[src/rtl/valve_jk_driver.sv]
// Command-side driver for a bank of JK valve latches: handshake, per-bit J/K excitation,
// read-back verify with bounded retry, post-change dwell and sticky safe-close fault.
// Optional build macro: VALVE_STAGGER_EN (switch mismatching valves one at a time).
module valve_jk_driver #(
  parameter int N_VALVES     = 4,
  parameter int DWELL_CYCLES = 16,
  parameter int MAX_RETRY    = 2
) (
  input  logic                clk,
  input  logic                rst_n,
  input  logic                req_i,
  input  logic [N_VALVES-1:0] target_i,
  input  logic [N_VALVES-1:0] q_fb_i,
  input  logic                clear_i,
  output logic [N_VALVES-1:0] j_o,
  output logic [N_VALVES-1:0] k_o,
  output logic                busy_o,
  output logic                done_o,
  output logic                fault_o
);

  localparam int DW = (DWELL_CYCLES > 0) ? $clog2(DWELL_CYCLES + 1) : 1;
  localparam int RW = (MAX_RETRY > 0) ? $clog2(MAX_RETRY + 1) : 1;

  typedef logic [N_VALVES-1:0] vmask_t;
  typedef enum logic [2:0] {S_IDLE, S_APPLY, S_VERIFY, S_DWELL, S_FAULT} state_t;

  state_t          state_q, state_d;
  vmask_t          target_q, target_d;
  vmask_t          j_q, j_d, k_q, k_d;
  logic [RW-1:0]   retry_q, retry_d;
  logic [DW-1:0]   dwell_q, dwell_d;
  logic            done_q, done_d;
  logic            bit_done;
  vmask_t          check_mask;

`ifdef VALVE_STAGGER_EN
  // One-hot mask of the valve currently being switched.
  vmask_t          sel_q, sel_d;

  function automatic vmask_t lowest_bit(input vmask_t diff);
    return diff & (~diff + vmask_t'(1));
  endfunction
`endif

  always_ff @(posedge clk or negedge rst_n) begin
    if (!rst_n) begin
      state_q  <= S_IDLE;
      target_q <= '0;
      j_q      <= '0;
      k_q      <= '0;
      retry_q  <= '0;
      dwell_q  <= '0;
      done_q   <= 1'b0;
`ifdef VALVE_STAGGER_EN
      sel_q    <= '0;
`endif
    end else begin
      // NOTE: non-blocking assignments so every register samples pre-edge values.
      state_q  <= state_d;
      target_q <= target_d;
      j_q      <= j_d;
      k_q      <= k_d;
      retry_q  <= retry_d;
      dwell_q  <= dwell_d;
      done_q   <= done_d;
`ifdef VALVE_STAGGER_EN
      sel_q    <= sel_d;
`endif
    end
  end

  always_comb begin
    // NOTE: defaults first for every signal written here, so no latch is inferred.
    state_d    = state_q;
    target_d   = target_q;
    retry_d    = retry_q;
    dwell_d    = dwell_q;
    j_d        = '0;
    k_d        = '0;
    done_d     = 1'b0;
    bit_done   = 1'b0;
`ifdef VALVE_STAGGER_EN
    sel_d      = sel_q;
    check_mask = sel_q;
`else
    check_mask = '1;
`endif

    unique case (state_q)
      S_IDLE: begin
        if (req_i) begin
          target_d = target_i;
          retry_d  = '0;
          if (target_i == q_fb_i) begin
            done_d = 1'b1;
          end else begin
            state_d = S_APPLY;
`ifdef VALVE_STAGGER_EN
            sel_d   = lowest_bit(target_i ^ q_fb_i);
`endif
          end
        end
      end
      S_APPLY: state_d = S_VERIFY;
      S_VERIFY: begin
        if (((q_fb_i ^ target_q) & check_mask) == '0) begin
          if (DWELL_CYCLES == 0) begin
            bit_done = 1'b1;
          end else begin
            state_d = S_DWELL;
            dwell_d = DW'(DWELL_CYCLES - 1);
          end
        end else if (retry_q < RW'(MAX_RETRY)) begin
          retry_d = retry_q + RW'(1);
          state_d = S_APPLY;
        end else begin
          // Safe close: drive every K for the first fault cycle.
          state_d = S_FAULT;
          retry_d = '0;
          k_d     = '1;
        end
      end
      S_DWELL: begin
        if (dwell_q == '0) bit_done = 1'b1;
        else               dwell_d  = dwell_q - DW'(1);
      end
      S_FAULT: begin
        if (clear_i) state_d = S_IDLE;
      end
      default: state_d = S_IDLE;
    endcase

    if (bit_done) begin
      retry_d = '0;
      state_d = S_IDLE;
      done_d  = 1'b1;
`ifdef VALVE_STAGGER_EN
      if ((target_q ^ q_fb_i) != '0) begin
        state_d = S_APPLY;
        done_d  = 1'b0;
        sel_d   = lowest_bit(target_q ^ q_fb_i);
      end
`endif
    end

    // Excitation is registered, so it is computed in the cycle before APPLY
    // from the feedback seen then; the latches hold still while J=K=0.
    if (state_d == S_APPLY) begin
`ifdef VALVE_STAGGER_EN
      j_d = target_d & ~q_fb_i & sel_d;
      k_d = ~target_d & q_fb_i & sel_d;
`else
      j_d = target_d & ~q_fb_i;
      k_d = ~target_d & q_fb_i;
`endif
    end
  end

  assign j_o     = j_q;
  assign k_o     = k_q;
  assign done_o  = done_q;
  assign busy_o  = (state_q == S_APPLY) || (state_q == S_VERIFY) || (state_q == S_DWELL);
  assign fault_o = (state_q == S_FAULT);

endmodule

[config.mk]
export PLATFORM = sky130hd
export DESIGN_NAME = valve_jk_driver
export DESIGN_NICKNAME = d
export VERILOG_FILES = /design/src/rtl/valve_jk_driver.sv
export SDC_FILE = /design/constraint.sdc
export NUM_CORES = 1
export LEC_CHECK = 0
export CAP_MARGIN = 20
export CORE_ASPECT_RATIO = 0.75
export CORE_UTILIZATION = 51
export DETAILED_ROUTE_END_ITERATION = 7
export DONT_BUFFER_PORTS = 1
export PLACE_DENSITY = 0.66
export SLEW_MARGIN = 20
export SYNTH_ARGS = -nofsm -noshare
export SYNTH_HDL_FRONTEND = slang
export SYNTH_SLANG_ARGS = --single-unit
[constraint.sdc]
create_clock -name clk -period 2.2 [get_ports clk]
set_input_delay 0.33 -clock clk [delete_from_list [all_inputs] [get_ports clk]]
set_output_delay 0.33 -clock clk [all_outputs]
set_load 0.02 [all_outputs]
Yosys cells after proc, flatten, opt, wreduce, memory -nomap -nowiden
Index checks and enable logic that the tools add are counted.

word-level totals
  memories = 0
  output and inout bits = 11
  memory bits (writable) = 0
  register bits after elaboration = 23
  input bits = 12
  logic and storage cells = 62
  ROM bits = 0
  latch bits = 0

cells by class
  add/sub/neg operators = 2
  multiply operators = 0
  shift operators = 0
  equality and inequality tests = 10
  divide/modulo/power cells = 0
  order comparisons = 1
  muxes and demuxes = 28
  reductions and logical operators = 9
  bitwise gates (word level) = 5

operator list
  cell                                               number
  two-way mux 4 bit                                  7
  two-way mux 3 bit                                  6
  case mux 3 bit (5 select lines)                    1
  two-way mux 5 bit                                  2
  case mux 5 bit (2 select lines)                    1
  AND 4 bit                                          2
  two-way mux 2 bit                                  4
  NOT 4 bit                                          2
  == test 3 x 1 -> 1 bit (second input constant)     2
  == test 3 x 2 -> 1 bit (second input constant)     2
  two-way mux 1 bit                                  6
  inequality test 3 bit (second input constant)      2
  AND reduction 3 bit                                2
  logical NOT 5 bit                                  1
  subtractor 5 x 1 -> 5 bit (second input constant)  1
  == test 4 bit                                      1
  logical NOT 4 bit                                  1
  inequality test 2 bit (second input constant)      2
  case mux 2 bit (2 select lines)                    1
  XOR 4 bit                                          1
  == test 3 bit (second input constant)              1
  logical NOT 3 bit                                  1
  nonzero test 3 bit                                 1
  adder 2 x 1 -> 2 bit (second input constant)       1
  other kinds (3)                                    4

Longest topological paths before layout
  word-level depth = 7
  gate-level depth with buffers = 7
  gate-level depth less buffers = 6

Worst setup path after synthesis
Ideal clock, no wire load.

  path type = reg2reg
  start point = register dwell_q[0]
  end point = register dwell_q[0]
  path buffers = 1
  cell stages (with the launch flop) = 8
  data arrival time = 1,581 ps
  data required time = 2,073 ps
  clock period less this slack = 1,708 ps
  path slack = 492 ps
  library setup time = 127 ps
  cell sequence = dfrtp_1 -> inv_1 -> ha_1 -> or4b_1 -> clkbuf_1 -> and2_1 -> a211oi_1 -> a21oi_1

on the way
  cells in the longest elaborated chain, start to end = 3
  elaborated cells on any way between the ends = 6
  classes of those cells = add/sub: 1; eq/ne: 1; mux: 2; reduce/logical: 2

RTL lines
  item                                                                           RTL line  text
  start, declared                                                                32        logic [DW-1:0] dwell_q, dwell_d;
  start signal, assigned                                                         65        dwell_q <= dwell_d;
  subtractor 5 x 1 -> 5 bit / logical NOT 5 bit (equally long branches)          126, 125
  two-way mux 5 bit / inequality test 2 bit (equally long branches)              n/a
  case mux 5 bit (2 select lines) / AND reduction 3 bit (equally long branches)  n/a

Parallel ways exist; a longest one is shown, timed or not. The select of a mux whose other input is x is not followed.
A chain may end at the register's enable or synchronous reset.

Final worst setup path
  start point = register state_q[0]
  end point = register k_q[2] (netlist: k_o[2])

on the way
  cells in the longest elaborated chain, start to end = 6
  elaborated cells on any way between the ends = 17
  classes of those cells = eq/ne: 5; mux: 9; bitwise: 2; reduce/logical: 1

RTL lines
  item                             RTL line  text
  start, declared                  28        state_t state_q, state_d;
  start signal, assigned           60        state_q <= state_d;
  two-way mux 3 bit                95        if (target_i == q_fb_i) begin
  two-way mux 3 bit                92        if (req_i) begin
  case mux 3 bit (5 select lines)  90        unique case (state_q)
  two-way mux 3 bit                134       if (bit_done) begin
  == test 3 x 1 -> 1 bit           149       if (state_d == S_APPLY) begin
  two-way mux 4 bit (*)            149
  named net k_d[2]                 30        vmask_t j_q, j_d, k_q, k_d;
  end signal, assigned             63        k_q <= k_d;
  end, declared                    30

The timed path passes the listed nets; every way through them passes the cells marked *.

==> results_dict.tcl <==
set metrics [dict create \
    drt-initial-drc-count 27 \
    grt_pass1_wl_um 3760 \
    hold-path-cell-count 1 \
    synth_seq_area_share 0.482 \
    cts_max_path_buffers 2 \
    syn_area_mm2 0.00119 \
    multi_input_area_um2 537 \
    cp-start-kind "register" \
    htreeDepth 1 \
    yosys.area.top_type_share 0.482 \
    first_pass_iters 6 \
    rsz0062_at_grt "false" \
    drive_above_1_share 0.0603 \
    worstMarginPinSlew_ns 0.532 \
    postCtsSetupRepairBufs 0 \
    tritoncts "yes" \
    rows 14 \
    synthMuxAreaShare 0.0335 \
    root_buffer "clkbuf_4" \
    stdcell_area_mm2 0.00123 \
    reg2reg_to "k_o[2]" \
    synth.net_count 129 \
    ff_latch_area_um2 576 \
    grt_max_degree 24 \
    yosysWarnings 0 \
    final-hold-violation-count 0 \
    wire_per_inst_um 15.7 \
    place.gp.congestion 0.843 \
    peakVddDrop_mv 0.679 \
    synth_commonest_cells "dfrtp_1 (23), inv_1 (12), nand2_1 (11)" \
    yosysMostFrequentCell "dfrtp_1" \
    placed_area_mm2 0.00119 \
    end_kind "register" \
    ys_ff_latch 23 \
    crit_type "reg -> reg" \
    drt_wl_total_um 2200 \
    die_x_um 57.9 \
    syn_to_final_growth_pct 2.94 \
    synth_area_per_cell_um2 10.4 \
    hp-class "in -> reg" \
    rr_worst_depth 4 \
    power.density_mw_per_mm2 1370 \
    layout.nets 131 \
    synth_area_leaders "dfrtp_1 (48%), xnor2_1 (5.9%), inv_1 (3.8%)" \
    drt_drc_violations_left 2 \
    yosysTopAreaCell "dfrtp_1" \
    synthFlopType "dfrtp_1" \
    n_fill_cell 189 \
    core_area_mm2 0.00210 \
    hold_buffers 1 \
    die_y_um 43.9 \
    reg2reg_from "state_q[0]" \
    leakagePower_nw 0.553 \
    period_minus_slack_ns 1.92 \
    hold_path_end "j_o[3]" \
    ys_types 37 \
    violations "DRC" \
    track_usage 0.203 \
    slew_headroom 0.644 \
    synth-simple-area-share 0.179 \
    synth_compound_area_frac 0.135 \
    synth-xor-area-share 0.0807 \
    synth-edff-count 0 \
    dp.cells 134 \
    synthAdderAreaFrac 0.0210 \
    fin_skew_ns 0.00155 \
    synthArstFlopShare 1.00 \
    min_period_over_period 0.873 \
    fin_cells 140 \
    cts_buffers 3 \
    vias 818 \
    dieArea_mm2 0.00254 \
    ioPinCount 23 \
    min-delay-start "q_fb_i[3]" \
    drv_slew 0 \
    worst_ep_arrival_time_ns 2.12 \
    status "complete, but fails checks" \
    ant_nets 0 \
    crit_required_ns 2.40 \
    hpwl_um 1720 \
    insertion_delay_ns 0.30 \
    r2r_setup_slack_ns 0.28 \
    netlist_instances 115 \
    path_clk_slew_ns 0.11 \
    synth_top_family_by_area "simple AND/OR/NAND/NOR gates" \
    finalSetupTns_ns 0 \
    cts.sinks 23 \
    fmax_mhz 520 \
    grt_pass1_vias 789 \
    diodes 0 \
    setup-violations-final 0 \
    cts_resized 0 \
    crit_fanout 10 \
    grt-ovfl-total 0 \
    cap_violations 0 \
    port_buffers 0 \
    start_util 0.568 \
    via_per_inst 5.84 \
    antenna_found_initial 0 \
]
## cell type report
cell class | instances | share of cell area
Sequential cell | 23 | 0.468
Multi-Input combinational cell | 75 | 0.437
Inverter | 12 | 0.0367
Tap cell | 24 | 0.0244
Clock buffer | 4 | 0.0214
Timing Repair Buffer | 2 | 0.0122
## layer usage
layer / track usage / routed length [µm] / up-vias
met5: 0 / 0 / -
met4: 0.0286 / 0 / 0
met3: 0.0716 / 153 / 0
met2: 0.297 / 936 / 21
met1: 0.299 / 1110 / 397
li1: - / - / 400
## how the worst max path moves through the flow
stage,from,slack (ns),cells after the start,endpoint
CTS,state_q[1],0.29,4,k_o[2]
global route,state_q[0],0.13,4,k_o[2]
detailed placement,state_q[1],0.31,4,k_o[2]
finish,state_q[0],0.28,4,k_o[2]
floorplan,dwell_q[0],0.49,7,dwell_q[0]
global placement,state_q[0],0.31,4,k_o[2]
## per-stage QoR
stage                      util  total power [mW]  setup WS (ns)  hold WS (ns)
after floorplan               -              1.38          0.492        0.0344
after global placement    0.565              1.47          0.307        0.0348
after detailed placement  0.565              1.49          0.314        0.0348
after CTS                 0.582              1.69          0.292        0.0673
after global routing      0.585              1.81          0.131        0.0593
final                     0.585              1.68          0.279        0.0796
## power breakdown
part / leakage, nW / total, mW / switching [mW] / internal, mW
logic: 0.250 / 0.673 / 0.399 / 0.274
clock network: 0.0150 / 0.186 / 0.116 / 0.0707
registers: 0.288 / 0.820 / 0.228 / 0.592
total: 0.553 / 1.68 / 0.743 / 0.937
## flip-flops by register name, indices dropped and copies added, names as in the netlist
| signal | count |
|---|---|
| retry_q | 2 |
| done_o | 1 |
| state_q | 3 |
| j_o | 4 |
| target_q | 4 |
| k_o | 4 |
| dwell_q | 5 |
## cells by family (layout without fill, tap and decap cells)
group                      Yosys count  in the layout
AOI/OAI and AO/OA                   20             20
and+or+nand+nor                     38             38
DFF                                 23             23
adders and majority gates            2              2
xor gates and xnor gates            11             11
buffers and inverters               17             18
muxes                                4              4
## critical path: stages, from the launching register on
cell and delay, ns:
dfrtp_1 0.52, nor4b_4 0.56, mux2i_1 0.35, nand2_1 0.11, o31ai_1 0.28
## cells in the final DEF (no fill, tap or decap), types with 2 or more instances in the layout
| master | count |
|---|---|
| inv_1 | 12 |
| mux2i_1 | 4 |
| nor2_1 | 8 |
| dfrtp_1 | 23 |
| xnor2_1 | 8 |
| clkbuf_4 | 3 |
| ha_1 | 2 |
| o31ai_1 | 4 |
| nand2b_1 | 2 |
| xor2_1 | 3 |
| nand4_1 | 2 |
| nor4_1 | 4 |
| and2_1 | 2 |
| nand2_1 | 11 |
| a21oi_1 | 3 |
| nand3_1 | 2 |
| o32ai_1 | 2 |
(Power assumes the default switching activity.)
